===== src/rtl/spi_ram_master_if.sv =====
// Request/response bundle between on-chip logic and the SPI RAM sequencer.
// The master side issues byte read/write requests; the slave side serves them.
interface spi_ram_master_if;
  logic       req_valid;
  logic       req_ready;
  logic       req_write;
  logic [7:0] req_addr;
  logic [7:0] req_wdata;
  logic       rsp_valid;
  logic [7:0] rsp_rdata;
  logic       done;

  modport master (
    output req_valid,
    output req_write,
    output req_addr,
    output req_wdata,
    input  req_ready,
    input  rsp_valid,
    input  rsp_rdata,
    input  done
  );

  modport slave (
    input  req_valid,
    input  req_write,
    input  req_addr,
    input  req_wdata,
    output req_ready,
    output rsp_valid,
    output rsp_rdata,
    output done
  );
endinterface


===== src/rtl/spi_ram_master.sv =====
// SPI host sequencer: expands byte read/write requests into two
// 10-bit command frames for the SPI slave + RAM subsystem.
module spi_ram_master #(
  parameter int LEAD_CYCLES  = 1,
  parameter int GAP_CYCLES   = 1,
  parameter int READ_LATENCY = 2
) (
  input  logic              clk,
  input  logic              rst,
  spi_ram_master_if.slave   bus,
  output logic              SS_n,
  output logic              MOSI,
  input  logic              MISO
);

  localparam int MAX_LG =
    (LEAD_CYCLES > GAP_CYCLES) ? LEAD_CYCLES : GAP_CYCLES;
  localparam int MAX_P =
    (MAX_LG > READ_LATENCY) ? MAX_LG : READ_LATENCY;
  localparam int WW = $clog2(MAX_P) + 1;

  localparam logic [WW-1:0] LEAD_LD = WW'(LEAD_CYCLES - 1);
  localparam logic [WW-1:0] GAP_LD  = WW'(GAP_CYCLES - 1);
  localparam logic [WW-1:0] RL_LD   = WW'(READ_LATENCY - 1);

  typedef enum logic [2:0] {
    IDLE, LEAD, SHIFT, RD_WAIT, RD_CAP, GAP
  } state_e;

  state_e        state_q, state_d;
  logic          second_q, second_d;
  logic          write_q, write_d;
  logic [7:0]    addr_q, addr_d;
  logic [7:0]    wdata_q, wdata_d;
  logic [3:0]    bit_q, bit_d;
  logic [WW-1:0] wait_q, wait_d;
  logic [7:0]    cap_q, cap_d;
  logic          ss_n_q, ss_n_d;
  logic          mosi_q, mosi_d;
  logic          ready_q, ready_d;
  logic          rsp_valid_q, rsp_valid_d;
  logic [7:0]    rdata_q, rdata_d;
  logic          done_q, done_d;
  logic [9:0]    frame;

  // cmd[1] = read, cmd[0] = second frame; read-data payload is zero
  always_comb begin
    frame = {~write_q, second_q, addr_q};
    if (second_q) begin
      frame[7:0] = write_q ? wdata_q : 8'h00;
    end
  end

  always_comb begin
    state_d     = state_q;
    second_d    = second_q;
    write_d     = write_q;
    addr_d      = addr_q;
    wdata_d     = wdata_q;
    bit_d       = bit_q;
    wait_d      = wait_q;
    cap_d       = cap_q;
    ss_n_d      = ss_n_q;
    mosi_d      = 1'b0;
    ready_d     = ready_q;
    rsp_valid_d = 1'b0;
    rdata_d     = rdata_q;
    done_d      = 1'b0;
    unique case (state_q)
      IDLE: begin
        if (bus.req_valid && ready_q) begin
          state_d  = LEAD;
          second_d = 1'b0;
          write_d  = bus.req_write;
          addr_d   = bus.req_addr;
          wdata_d  = bus.req_wdata;
          wait_d   = LEAD_LD;
          ss_n_d   = 1'b0;
          ready_d  = 1'b0;
        end
      end
      LEAD: begin
        if (wait_q == '0) begin
          state_d = SHIFT;
          bit_d   = 4'd9;
          mosi_d  = frame[9];
        end else begin
          wait_d = wait_q - 1'b1;
        end
      end
      SHIFT: begin
        if (bit_q == 4'd0) begin
          if (second_q && !write_q) begin
            if (READ_LATENCY == 0) begin
              state_d = RD_CAP;
              bit_d   = 4'd7;
            end else begin
              state_d = RD_WAIT;
              wait_d  = RL_LD;
            end
          end else begin
            state_d = GAP;
            wait_d  = GAP_LD;
            ss_n_d  = 1'b1;
          end
        end else begin
          bit_d  = bit_q - 4'd1;
          mosi_d = frame[bit_q - 4'd1];
        end
      end
      RD_WAIT: begin
        if (wait_q == '0) begin
          state_d = RD_CAP;
          bit_d   = 4'd7;
        end else begin
          wait_d = wait_q - 1'b1;
        end
      end
      RD_CAP: begin
        cap_d = {cap_q[6:0], MISO};
        if (bit_q == 4'd0) begin
          state_d = GAP;
          wait_d  = GAP_LD;
          ss_n_d  = 1'b1;
        end else begin
          bit_d = bit_q - 4'd1;
        end
      end
      GAP: begin
        if (wait_q != '0) begin
          wait_d = wait_q - 1'b1;
        end else if (!second_q) begin
          state_d  = LEAD;
          second_d = 1'b1;
          wait_d   = LEAD_LD;
          ss_n_d   = 1'b0;
        end else begin
          state_d     = IDLE;
          ready_d     = 1'b1;
          done_d      = 1'b1;
          rsp_valid_d = ~write_q;
          if (!write_q) begin
            rdata_d = cap_q;
          end
        end
      end
      default: begin
        state_d = IDLE;
        ss_n_d  = 1'b1;
        ready_d = 1'b1;
      end
    endcase
  end

  always_ff @(posedge clk) begin
    if (rst) begin
      state_q     <= IDLE;
      second_q    <= 1'b0;
      write_q     <= 1'b0;
      addr_q      <= 8'h00;
      wdata_q     <= 8'h00;
      bit_q       <= 4'd0;
      wait_q      <= '0;
      cap_q       <= 8'h00;
      ss_n_q      <= 1'b1;
      mosi_q      <= 1'b0;
      ready_q     <= 1'b1;
      rsp_valid_q <= 1'b0;
      rdata_q     <= 8'h00;
      done_q      <= 1'b0;
    end else begin
      state_q     <= state_d;
      second_q    <= second_d;
      write_q     <= write_d;
      addr_q      <= addr_d;
      wdata_q     <= wdata_d;
      bit_q       <= bit_d;
      wait_q      <= wait_d;
      cap_q       <= cap_d;
      ss_n_q      <= ss_n_d;
      mosi_q      <= mosi_d;
      ready_q     <= ready_d;
      rsp_valid_q <= rsp_valid_d;
      rdata_q     <= rdata_d;
      done_q      <= done_d;
    end
  end

  assign SS_n          = ss_n_q;
  assign MOSI          = mosi_q;
  assign bus.req_ready = ready_q;
  assign bus.rsp_valid = rsp_valid_q;
  assign bus.rsp_rdata = rdata_q;
  assign bus.done      = done_q;

endmodule


===== src/flat_wrapper.sv =====
// flat-port wrapper written by rule: the top's interface ports become plain ports
module spi_ram_master_flat 
#(
  parameter int LEAD_CYCLES  = 1,
  parameter int GAP_CYCLES   = 1,
  parameter int READ_LATENCY = 2
)
  (clk, rst, SS_n, MOSI, MISO, bus_req_valid, bus_req_write, bus_req_addr, bus_req_wdata, bus_req_ready, bus_rsp_valid, bus_rsp_rdata, bus_done);
  spi_ram_master_if bus_i ();
  input  logic clk;
  input  logic rst;
  output logic SS_n;
  output logic MOSI;
  input  logic MISO;
  input wire logic [$bits(bus_i.req_valid)-1:0] bus_req_valid;
  input wire logic [$bits(bus_i.req_write)-1:0] bus_req_write;
  input wire logic [$bits(bus_i.req_addr)-1:0] bus_req_addr;
  input wire logic [$bits(bus_i.req_wdata)-1:0] bus_req_wdata;
  output wire logic [$bits(bus_i.req_ready)-1:0] bus_req_ready;
  output wire logic [$bits(bus_i.rsp_valid)-1:0] bus_rsp_valid;
  output wire logic [$bits(bus_i.rsp_rdata)-1:0] bus_rsp_rdata;
  output wire logic [$bits(bus_i.done)-1:0] bus_done;
  assign bus_i.req_valid = bus_req_valid;
  assign bus_i.req_write = bus_req_write;
  assign bus_i.req_addr = bus_req_addr;
  assign bus_i.req_wdata = bus_req_wdata;
  assign bus_req_ready = bus_i.req_ready;
  assign bus_rsp_valid = bus_i.rsp_valid;
  assign bus_rsp_rdata = bus_i.rsp_rdata;
  assign bus_done = bus_i.done;
  spi_ram_master #(.LEAD_CYCLES(LEAD_CYCLES), .GAP_CYCLES(GAP_CYCLES), .READ_LATENCY(READ_LATENCY)) u_core (.clk(clk), .rst(rst), .bus(bus_i), .SS_n(SS_n), .MOSI(MOSI), .MISO(MISO));
endmodule

===== config.mk =====
export PLATFORM = sky130hd
export DESIGN_NAME = spi_ram_master_flat
export DESIGN_NICKNAME = d
export VERILOG_FILES = /design/src/rtl/spi_ram_master_if.sv /design/src/rtl/spi_ram_master.sv /design/src/flat_wrapper.sv
export SDC_FILE = /design/constraint.sdc
export NUM_CORES = 1
export LEC_CHECK = 0
export CAP_MARGIN = 30
export CORE_ASPECT_RATIO = 0.9
export CORE_MARGIN = 2
export CORE_UTILIZATION = 58
export DETAILED_ROUTE_END_ITERATION = 16
export PLACE_DENSITY = 0.84
export SLEW_MARGIN = 5
export SYNTH_ARGS = -nofsm -noshare
export SYNTH_HDL_FRONTEND = slang
export SYNTH_SLANG_ARGS = --single-unit

===== constraint.sdc =====
create_clock -name clk -period 2.93 [get_ports clk]
set_input_delay 0.4395 -clock clk [delete_from_list [all_inputs] [get_ports clk]]
set_output_delay 0.4395 -clock clk [all_outputs]
set_load 0.02 [all_outputs]

==> metrics <==
nets@finish=304; Worst-path clk slew=roughly 0.090 ns; Residual DRC=0; top post-synthesis cells by area=dfxtp_1 41%, mux2i_1 12%, nor2_1 6.8%; FILL cells=301; top cells by count, synth=48 x dfxtp_1, 42 x nor2_1, 28 x mux2i_1, 19 x a21oi_1, 17 x nand2_1; Synth Net Count=about 280; ys async rst share=0%; Inst Count DP=318; final non-filler cell total=approximately 330; vias per inst=~5.9; Via Count=just under 2000; # clock sinks=between 40 and 50; initial core utilization=61.28%; pwr/cell area=between 800 and 900 mW/mm^2; CP required=about 3.1 ns; Leak=approximately 1.0 nW; Final WS setup=~0.56 ns; RSZ-0062 raised after global routing=no; Die Ht=63.98 um; Max VDD drop=approximately 0.38 mV; largest area contributor in the netlist=dfxtp_1; TritonRoute pass-1 iters=4; Yosys warnings=0; I/O Buffers=33; total die area=between 0.004 and 0.005 sq mm; most frequent cell after synthesis=dfxtp_1; Critical Path Fanout Max=18; gr usage total=22.73%; Synth Flop Type=dfxtp_1; initial antenna violation count=0; clock latency on the worst-skew pair=0.30 ns; R2R setup slack=~0.56 ns; post-CTS sizing=0; Cells after Synth=roughly 250; reg2reg end=u_core.bit_q[1]; Avg Inst Size Synth=between 9 and 10 sq um; root buf cell=clkbuf_8; Reg2Reg Depth=5; row count=21; Routed WL=about 4.8 mm; RD Place Congestion=about 0.91; Hold Crit Class=flop to flop; Ports=34; pre-CTS setup slack=about 0.67 ns; WL/cell=around 15 um; Cell Area, Placed=approximately 0.0026 sq mm; post-synthesis sequential area ratio=between 40% and 50%; CTS Buf Count=5; Post-Syn Area=about 0.0023 sq mm; CTS tree=done; die width=about 71 um; Pwr Total=between 2 and 2.5 mW; WHS Path Cells=2; Fin. Hold Viols=0; Worst Tran Pin Value=0.6021 ns; final core utilization=between 70% and 80%; share of layout cells above drive strength 1=8.929%; run status=finished, final reports clean; CP Capture Type=flop; maxcap violations=0; post-route ant nets=0; via count of the first global-routing pass=1771; Hold Path Sink=u_core.cap_q[3]; core area=0.003784 sq mm; hpwl dp=between 3 and 4 mm; H-tree depth=2; count of cell types in the netlist=48; clk_skew=roughly 0.0053 ns; # setup viols final=0; Crit Path Class=flop to flop; total gr overflow=0; Setup TNS=0 ns; Post-synth EDFFs=0; Setup Buffers After CTS=0; post-route minimum period=~2.4 ns; fin. max-slew vios=0; nature of the critical path startpoint=flop; top-area cell type share of the netlist area=about 41%; Final Instance Area=around 0.0027 sq mm; initial DRC count=between 200 and 300; hold_ws=0.4888 ns; Fmax=0.4214 GHz; Worst R2R Start=u_core.state_q[2]; Crit path arrival time=roughly 2.6 ns; relative slew slack=59.81%; Ant. Diodes=0; Tcrit/Tclk final=81.00%; largest net degree at the start of global routing=50; CTS Buffer Depth=2; Hold Path Origin=u_core.cap_q[2]; synth-to-layout area growth=18.56%; first-pass GRT wire length=8.224 mm; post-cts hold buffer count=0; Synth Register Bits=48
==> sequential cells by signal (all words and copies together), names as in the netlist <==
signal	cells
u_core.addr_q	8
u_core.bus.rsp_rdata	8
u_core.cap_q	8
u_core.wdata_q	8
u_core.bit_q	4
u_core.state_q	3
u_core.wait_q	2
u_core.MOSI	1
u_core.SS_n	1
u_core.bus.done	1
u_core.bus.req_ready	1
u_core.bus.rsp_valid	1
u_core.second_q	1
u_core.write_q	1
==> critical path, cell delays in order, from the launching register on <==
cell and delay (ns):
dfxtp_1 0.72, nand2b_1 0.49, a211oi_2 0.46, nand2b_1 0.18, nor2_1 0.06, a2111oi_1 0.36
==> routing by layer <==
metal / vias up / global-route usage [%] / wire length, um
met5: - / 0 / 0
met4: 0 / 10.14 / 103
met3: 12 / 3.943 / 286
met2: 70 / 32.08 / 2114
met1: 903 / 33.83 / 2278
li1: 941 / - / -
==> final cells by class <==
class | instances | area, sq um | share of cell area, %
Tap cell | 46 | 57.56 | 2.094
Inverter | 9 | 33.78 | 1.229
Sequential cell | 48 | 960.9 | 34.96
Clock inverter | 3 | 46.29 | 1.684
Timing Repair Buffer | 36 | 352.8 | 12.84
Clock buffer | 5 | 68.82 | 2.503
Multi-Input combinational cell | 179 | 1229 | 44.70
==> worst max path at each step <==
stage	startpoint	to
after floorplan	u_core.bit_q[0]	u_core.wait_q[0]
after global placement	u_core.state_q[2]	u_core.bit_q[1]
after detailed placement	u_core.state_q[2]	u_core.bit_q[1]
after CTS	u_core.state_q[2]	u_core.bit_q[1]
after global routing	u_core.state_q[2]	u_core.bit_q[1]
final	u_core.state_q[2]	u_core.bit_q[1]
==> where the power goes <==
group          leakage (nW)  switching (mW)  internal, mW
logic                 0.559           0.534         0.438
clock network        0.0548           0.232         0.257
registers             0.391           0.147         0.761
total                  1.00           0.913          1.46
==> layout by cell type, fill, tap and decap left out, types with 3 or more instances in the layout <==
cell type and n:
nor2_1 42, mux4_2 4, buf_4 3, a21oi_1 19
nand2b_1 5, mux2i_1 28, ha_1 4, inv_1 7
dfxtp_1 48, nand3_1 4, nor3_1 7, clkbuf_8 5
nand2_1 17, clkdlybuf4s50_1 33, o21ai_0 12
==> cells by family after synthesis <==
group                    Yosys count  share of synthesized area [%]
AND/OR/NAND/NOR                   88                          17.92
XOR/XNOR                           4                          1.511
multiplexers                      32                          15.97
flip-flops                        48                          41.45
AO/OA/AOI/OAI                     51                          15.44
buffers and inverters             25                          5.559
adder cells (fa/ha/maj)            4                          2.159
Power figures use the tool's default switching activity.
